[config.mk]
export PLATFORM = sky130hd
export DESIGN_NAME = bcd_to_bin_conv
export DESIGN_NICKNAME = d
export VERILOG_FILES = /design/src/rtl/bcd_pkg.sv /design/src/rtl/mul10_add.sv /design/src/rtl/bcd_to_bin_conv.sv
export SDC_FILE = /design/constraint.sdc
export NUM_CORES = 1
export LEC_CHECK = 0
export ABC_CLOCK_PERIOD_IN_PS = 2350
export CORE_UTILIZATION = 35
export DETAILED_ROUTE_END_ITERATION = 6
export PLACE_DENSITY_LB_ADDON = 0.12
export SLEW_MARGIN = 20
export SYNTH_ARGS = -nofsm -noshare
export SYNTH_HDL_FRONTEND = slang
export SYNTH_SLANG_ARGS = --single-unit
export TNS_END_PERCENT = 30
[constraint.sdc]
create_clock -name clk -period 2.35 [get_ports clk]
set_clock_uncertainty 0.1 [all_clocks]
set_input_delay 0.3525 -clock clk [delete_from_list [all_inputs] [get_ports clk]]
set_output_delay 0.3525 -clock clk [all_outputs]
set_load 0.005 [all_outputs]
[src/rtl/bcd_pkg.sv]
// Purpose: shared constants, state encoding and digit check for the BCD-to-binary converter.
// Latency: n/a (declarations only).
// Backpressure: n/a.
package bcd_pkg;

  localparam int BCD_W   = 4;
  localparam int BCD_MAX = 9;

  typedef enum logic {
    IDLE = 1'b0,
    CONV = 1'b1
  } state_t;

  // A nibble is a legal decimal digit only in the range 0..9.
  function automatic logic bcd_digit_valid(input logic [BCD_W-1:0] d);
    return d <= BCD_W'(BCD_MAX);
  endfunction

endpackage

[src/rtl/mul10_add.sv]
// Purpose: combinational acc*10 + digit step, built from two shifts and adds, truncated to WIDTH.
// Latency: 0 cycles (pure combinational).
// Backpressure: none; output follows inputs.
module mul10_add
  import bcd_pkg::*;
#(
  parameter int WIDTH = 10
) (
  input  logic [WIDTH-1:0] a,
  input  logic [BCD_W-1:0] d,
  output logic [WIDTH-1:0] y
);

  logic [WIDTH-1:0] a_x8;
  logic [WIDTH-1:0] a_x2;

  assign a_x8 = a << 3;
  assign a_x2 = a << 1;

  // Sum wraps modulo 2^WIDTH by construction of the operand widths.
  assign y = a_x8 + a_x2 + WIDTH'(d);

endmodule

[src/rtl/bcd_to_bin_conv.sv]
// Purpose: serial packed-BCD to binary converter, one digit per clock, MSD first; invalid-digit check under BCD_DIGIT_CHECK_EN.
// Latency: done pulses DIGITS cycles after the accepting edge; one conversion per DIGITS+1 cycles.
// Backpressure: start is only sampled while busy=0; requests while busy are dropped, not queued.
module bcd_to_bin_conv
  import bcd_pkg::*;
#(
  parameter int DIGITS = 3,
  parameter int WIDTH  = 10
) (
  input  logic                      clk,
  input  logic                      rst,
  input  logic                      start,
  input  logic [BCD_W*DIGITS-1:0]   bcd_in,
  output logic                      busy,
  output logic                      done,
  output logic [WIDTH-1:0]          bin_out,
  output logic                      err
);

  localparam int CNT_W = $clog2(DIGITS + 1);

  state_t                    state;
  state_t                    state_next;
  logic                      accept;
  logic                      last;
  logic [WIDTH-1:0]          acc;
  logic [WIDTH-1:0]          acc_next;
  logic [WIDTH-1:0]          result;
  logic [BCD_W*DIGITS-1:0]   sr;
  logic [CNT_W-1:0]          cnt;
  logic [BCD_W-1:0]          digit;

  assign digit = sr[BCD_W*DIGITS-1 -: BCD_W];

  mul10_add #(.WIDTH(WIDTH)) u_mul10_add (
    .a (acc),
    .d (digit),
    .y (acc_next)
  );

  // State register; reset aborts any conversion in flight.
  always_ff @(posedge clk) begin
    if (rst) state <= IDLE;
    else     state <= state_next;
  end

  // Next-state decode: accept in IDLE, return to IDLE after the last digit.
  always_comb begin
    state_next = state;
    accept     = 1'b0;
    last       = 1'b0;
    busy       = 1'b0;
    case (state)
      IDLE: begin
        if (start) begin
          accept     = 1'b1;
          state_next = CONV;
        end
      end
      CONV: begin
        busy = 1'b1;
        if (cnt == CNT_W'(1)) begin
          last       = 1'b1;
          state_next = IDLE;
        end
      end
      default: state_next = IDLE;
    endcase
  end

  // Datapath: capture digits on accept, fold one digit per edge, publish only the final value.
  always_ff @(posedge clk) begin
    if (rst) begin
      acc     <= '0;
      sr      <= '0;
      cnt     <= '0;
      done    <= 1'b0;
      bin_out <= '0;
    end else begin
      done <= 1'b0;
      if (accept) begin
        sr  <= bcd_in;
        acc <= '0;
        cnt <= CNT_W'(DIGITS);
      end else if (state == CONV) begin
        acc <= acc_next;
        sr  <= sr << BCD_W;
        cnt <= cnt - CNT_W'(1);
        if (last) begin
          bin_out <= result;
          done    <= 1'b1;
        end
      end
    end
  end

`ifdef BCD_DIGIT_CHECK_EN
  logic flag;
  logic flag_next;

  assign flag_next = flag | ~bcd_digit_valid(digit);
  assign result    = flag_next ? '0 : acc_next;

  // Sticky invalid-digit tracking; err is published alongside bin_out.
  always_ff @(posedge clk) begin
    if (rst) begin
      flag <= 1'b0;
      err  <= 1'b0;
    end else if (accept) begin
      flag <= 1'b0;
    end else if (state == CONV) begin
      flag <= flag_next;
      if (last) err <= flag_next;
    end
  end
`else
  // Without the check, nibbles 10..15 simply contribute their numeric value.
  assign result = acc_next;
  assign err    = 1'b0;
`endif

endmodule

[Word-level counts from Yosys, hierarchy flattened]
Index checks and enable logic that the tools add are counted.
Word-level totals
  flip-flop bits (word level): 35
  output and inout bits: 13
  word-level logic and storage cells: 28
  input bits: 15
Operators by class
  $add $sub $neg: 3
  bitwise operators: 2
  reduce and logical (&&, ||, !) cells: 4
  equality and inequality tests: 1
  mux-type cells: 12
Operators with widths (number)
  $mux W12: 2
  $add A10 B10 Y10: 1
  $add A10 B4 Y10: 1
  $mux W1: 7
  $mux W2: 2
  $reduce_and A3 Y1: 1
  $reduce_or A3 Y1: 1
  $eq A2 B1 Y1 const B: 1
  $not A1 Y1: 2
  $pmux W1 S2: 1
  $reduce_bool A2 Y1: 1
  $reduce_or A2 Y1: 1
  $sub A2 B1 Y2 const B: 1

[Logic depth before layout (Yosys ltp)]
  depth after elaboration: 4
  depth in mapped cells: 8
  depth with buffers taken out: 8

[By module]
A second synthesis with hierarchy kept.
Second synthesis, totals
  cells, all modules: 202
  area total of the unflattened synthesis: 1931.9 µm²
By module, submodules not included
  bcd_to_bin_conv: area an instance 1514.0 µm², cells each 156, sequential area each 720.7 µm², instances 1
  mul10_add: area an instance 417.9 µm², cells each 46, sequential area each 0.0 µm², instances 1

[Worst setup path before layout]
Ideal clock, no wire load.
  kind: flip-flop to flip-flop
  from: register acc[0]
  to: register acc[8]
  data required time: 2125 ps
  stages on the path, launching flop included: 9
  buffers on the path: 0
  clock period less this slack: 2365 ps
  library setup time: 125 ps
  data arrival time: 2140 ps
  setup slack: -15 ps
  path through: dfxtp_1 inv_1 fa_1 inv_1 fa_1 a21o_1 a211oi_1 or4_1 nand3_1
On the way
  cells in the longest elaborated chain, start to end: 2
Ends and longest elaborated chain
  start, declared: line bcd_to_bin_conv.sv:26  | logic [WIDTH-1:0] acc;
  start signal, assigned: line bcd_to_bin_conv.sv:86  | acc <= acc_next;
  $add A10 B10 Y10: line mul10_add.sv:21  | assign y = a_x8 + a_x2 + WIDTH'(d);
  $add A10 B4 Y10: line mul10_add.sv:21
Every way passes these cells.
A chain may end at the register's enable or synchronous reset.

[Final worst setup path]
  from: register sr[11]
  to: register bin_out[9]
On the way
  cells in the longest elaborated chain, start to end: 1
Ends and longest elaborated chain
  start, declared: line bcd_to_bin_conv.sv:29  | logic [BCD_W*DIGITS-1:0] sr;
  start signal, assigned: line bcd_to_bin_conv.sv:82  | sr <= bcd_in;
  start signal, assigned: line bcd_to_bin_conv.sv:87  | sr <= sr << BCD_W;
  $add A10 B4 Y10: line mul10_add.sv:21
  end signal, assigned: line bcd_to_bin_conv.sv:90  | bin_out <= result;
  end, declared: line bcd_to_bin_conv.sv:16  | output logic [WIDTH-1:0] bin_out,
Every way passes these cells.

==> metrics.cfg <==
[status]
status=finished clean

[routing]
via_count=1554
dr.first_iter.drc_count=69
via_per_inst=5.00
final_antenna_net_count=0
drtPass1Iterations=4
routedWlPerCell_um=13.0
wirelength_um=4050
drc=0

[synthesis]
yosys.area_share.simple=0.196
syn_inst=211
muxShareOfSynthArea=0.0864
syn-num-nets=243
synth.largest_area_cell=dfxtp_1
synth_top_family_by_area=simple AND/OR/NAND/NOR gates
syn_area_um2=1850
ys_ff_latch=35
synth_compound_area_frac=0.141
synth_seq_area_share=0.378
synth_cell_types=41
synth_xor_area_frac=0.0223
yosysWarnings=0
synthTopCellsByArea=dfxtp_1, ha_1, mux2i_1, a21oi_1, nor2_1
synth_fa_ha_area_frac=0.123
synth.avg_cell_area_um2=8.79
yosysTopAreaCellShare=0.378

[worst_setup_path]
path_buf_inv=3
arrival_ns=2.33
cp.required_ns=2.45
cpMaxStageDelayCell=fa_1
cp_cell_sequence=inv_2, fa_1, inv_2, ha_1, nand3_2, buf_4, a211oi_1, o21ai_0, o311ai_1
worst_setup_path_start_kind=flop
cp_common_cell=inv_2
endpoint_kind=flop
crit_path_max_incr_delay_ns=0.54
cp_max_fo=3
cp_top_family=adder cells
critical_path_class=reg -> reg

[die]
core_area_um2=5110
io_pins=28
core.rowCount=26
start_util=0.363
die-width_um=74.8
die_area_um2=5590
die_h_um=74.8

[global_routing]
grt_util_met2=0.236
grt_usage=0.157
antenna_found_initial=0
busiest_layer=met2
grt_pass1_vias=1356
met3_usage=0.0402
grt_pass1_wl_um=6440
met1_usage=0.214
overflow=0
grt_max_degree=40

[sta]
rsz0062_at_grt=false
setup_viol=0
whs_ns=0.362
worst_slew_pin_slew_ns=0.535
period_minus_slack_ns=2.23
finalWorstSetupSlack_ns=0.120
tns_ns=0
final_max_slew_viol_count=0
hold_viol_final=0
fin_crit_sh=0.949
slew_headroom=0.642
fmax_mhz=448

[hold_path]
hp-class=reg -> reg

[clock_network]
numCtsBuffers=5
clk-insertion-delay-late_ns=0.29
h-tree-depth=2
clk_path_buf_depth=2
path_clk_slew_ns=0.07
cts_tree=yes
clock_sinks=35
cts_root_buffer=clkbuf_8

[power_and_ir_drop]
p_leak_nw=0.966
ir_drop_mv=0.337
power_density_nw_per_um2=555

[place]
port-buffer-count=26
hpwlAfterDp_um=2870
place_congestion=0.802
dpl_worst_slack_ns=-0.0181

[finish]
final_nets=272
drive_gt1_frac=0.141
syn_to_final_growth_pct=27.0
diodes=0

[job]
drv_cap=0

timing repair:
item / in CTS / in global routing
hold buffers: 0 / 0
setup buffers: 0 / 0
endpoints found under the setup margin: 4 / 5
resized for setup: 1 / 11
gates cloned: 0 / 0
pin swaps: 3 / 7
logic make-up after synthesis:
| group | Yosys count |
|---|---|
| XOR/XNOR | 3 |
| AND/OR/NAND/NOR | 74 |
| other | 1 |
| multiplexers | 16 |
| buffers and inverters | 22 |
| AO/OA/AOI/OAI | 43 |
| flip-flops | 35 |
| adder cells (fa/ha/maj) | 17 |
flip-flops by register name (all words and copies together) (netlist names):
register  count
sr           12
done          1
acc           9
state         1
bin_out      10
cnt           2
worst register-to-register path, cell delays in order, from the launching register on:
cell      delay (ns)
dfxtp_2         0.33
inv_2           0.04
fa_1            0.54
inv_2           0.05
ha_1            0.28
nand3_2         0.10
buf_4           0.16
a211oi_1        0.31
o21ai_0         0.15
o311ai_1        0.08
layout make-up:
type / instances / area (um2)
fill: 531 / 2750
inverter: 9 / 33.8
tap: 70 / 87.6
multi-input combinational: 154 / 1100
timing repair buffer: 35 / 328
sequential: 35 / 703
clock inverter: 1 / 7.51
clock buffer: 7 / 96.3
worst paths after layout:
path / cells after the start / slack, ns / start / to
max reg2reg: 9 / 0.12 / sr[11] / bin_out[9]
max: 9 / 0.12 / sr[11] / bin_out[9]
min: 2 / 0.36 / bin_out[1] / bin_out[1]
min reg2reg: 2 / 0.36 / bin_out[1] / bin_out[1]
stage by stage:
step                      power, W  cells  utilization  instance area [um2]
after floorplan           0.000764    211            -                 1860
after CTS                  0.00133    311        0.454                 2320
final                      0.00131    311        0.461                 2350
after detailed placement  0.000826    303        0.433                 2210
after global placement    0.000826    303        0.433                 2210
after global routing       0.00138    311        0.461                 2350
per-layer routing:
layer / share of wire / wire length [um]
met2: 0.46 / 1880
met3: 0.025 / 103
met4: 0.015 / 59
met5: 0 / 0
met1: 0.50 / 2010
cell usage in the layout, fill, tap and decap left out, types with 6 or more instances in the layout:
cell             instances
buf_4                    9
a21oi_1                 18
mux2i_1                 16
ha_1                    14
nor2_1                  26
dfxtp_1                 33
clkdlybuf4s50_1         26
nand3_1                  9
o21ai_0                  7
nand2_1                 16
inv_1                    6
clkbuf_8                 7
nor3_1                   7
power by group:
group          internal, W  switching (W)
Sequential        0.000618      0.0000166
Clock             0.000267       0.000225
Combinational    0.0000848      0.0000956
cells in the mapped netlist, drive strengths merged:
| cell | n |
|---|---|
| a21o | 2 |
| dfxtp | 35 |
| a211oi | 5 |
| nor2 | 26 |
| a21oi | 21 |
| o21ai | 7 |
| xor3 | 1 |
| or4 | 2 |
| ha | 15 |
| xor2 | 1 |
| and4 | 1 |
| nor4bb | 1 |
| or3 | 1 |
| o22ai | 1 |
| nor3b | 1 |
| clkbuf | 3 |
| nand2b | 4 |
| a31oi | 1 |
| o311ai | 3 |
| fa | 2 |
| nor3 | 7 |
| a41oi | 1 |
| conb | 1 |
| nand3 | 10 |
| xnor2 | 1 |
| a21bo | 1 |
| o31ai | 1 |
| mux2i | 16 |
| nand2 | 17 |
| buf | 10 |
| nor4 | 1 |
| nand3b | 1 |
| inv | 9 |
| nor4b | 1 |
| and2 | 1 |
(Power assumes the default switching activity.)
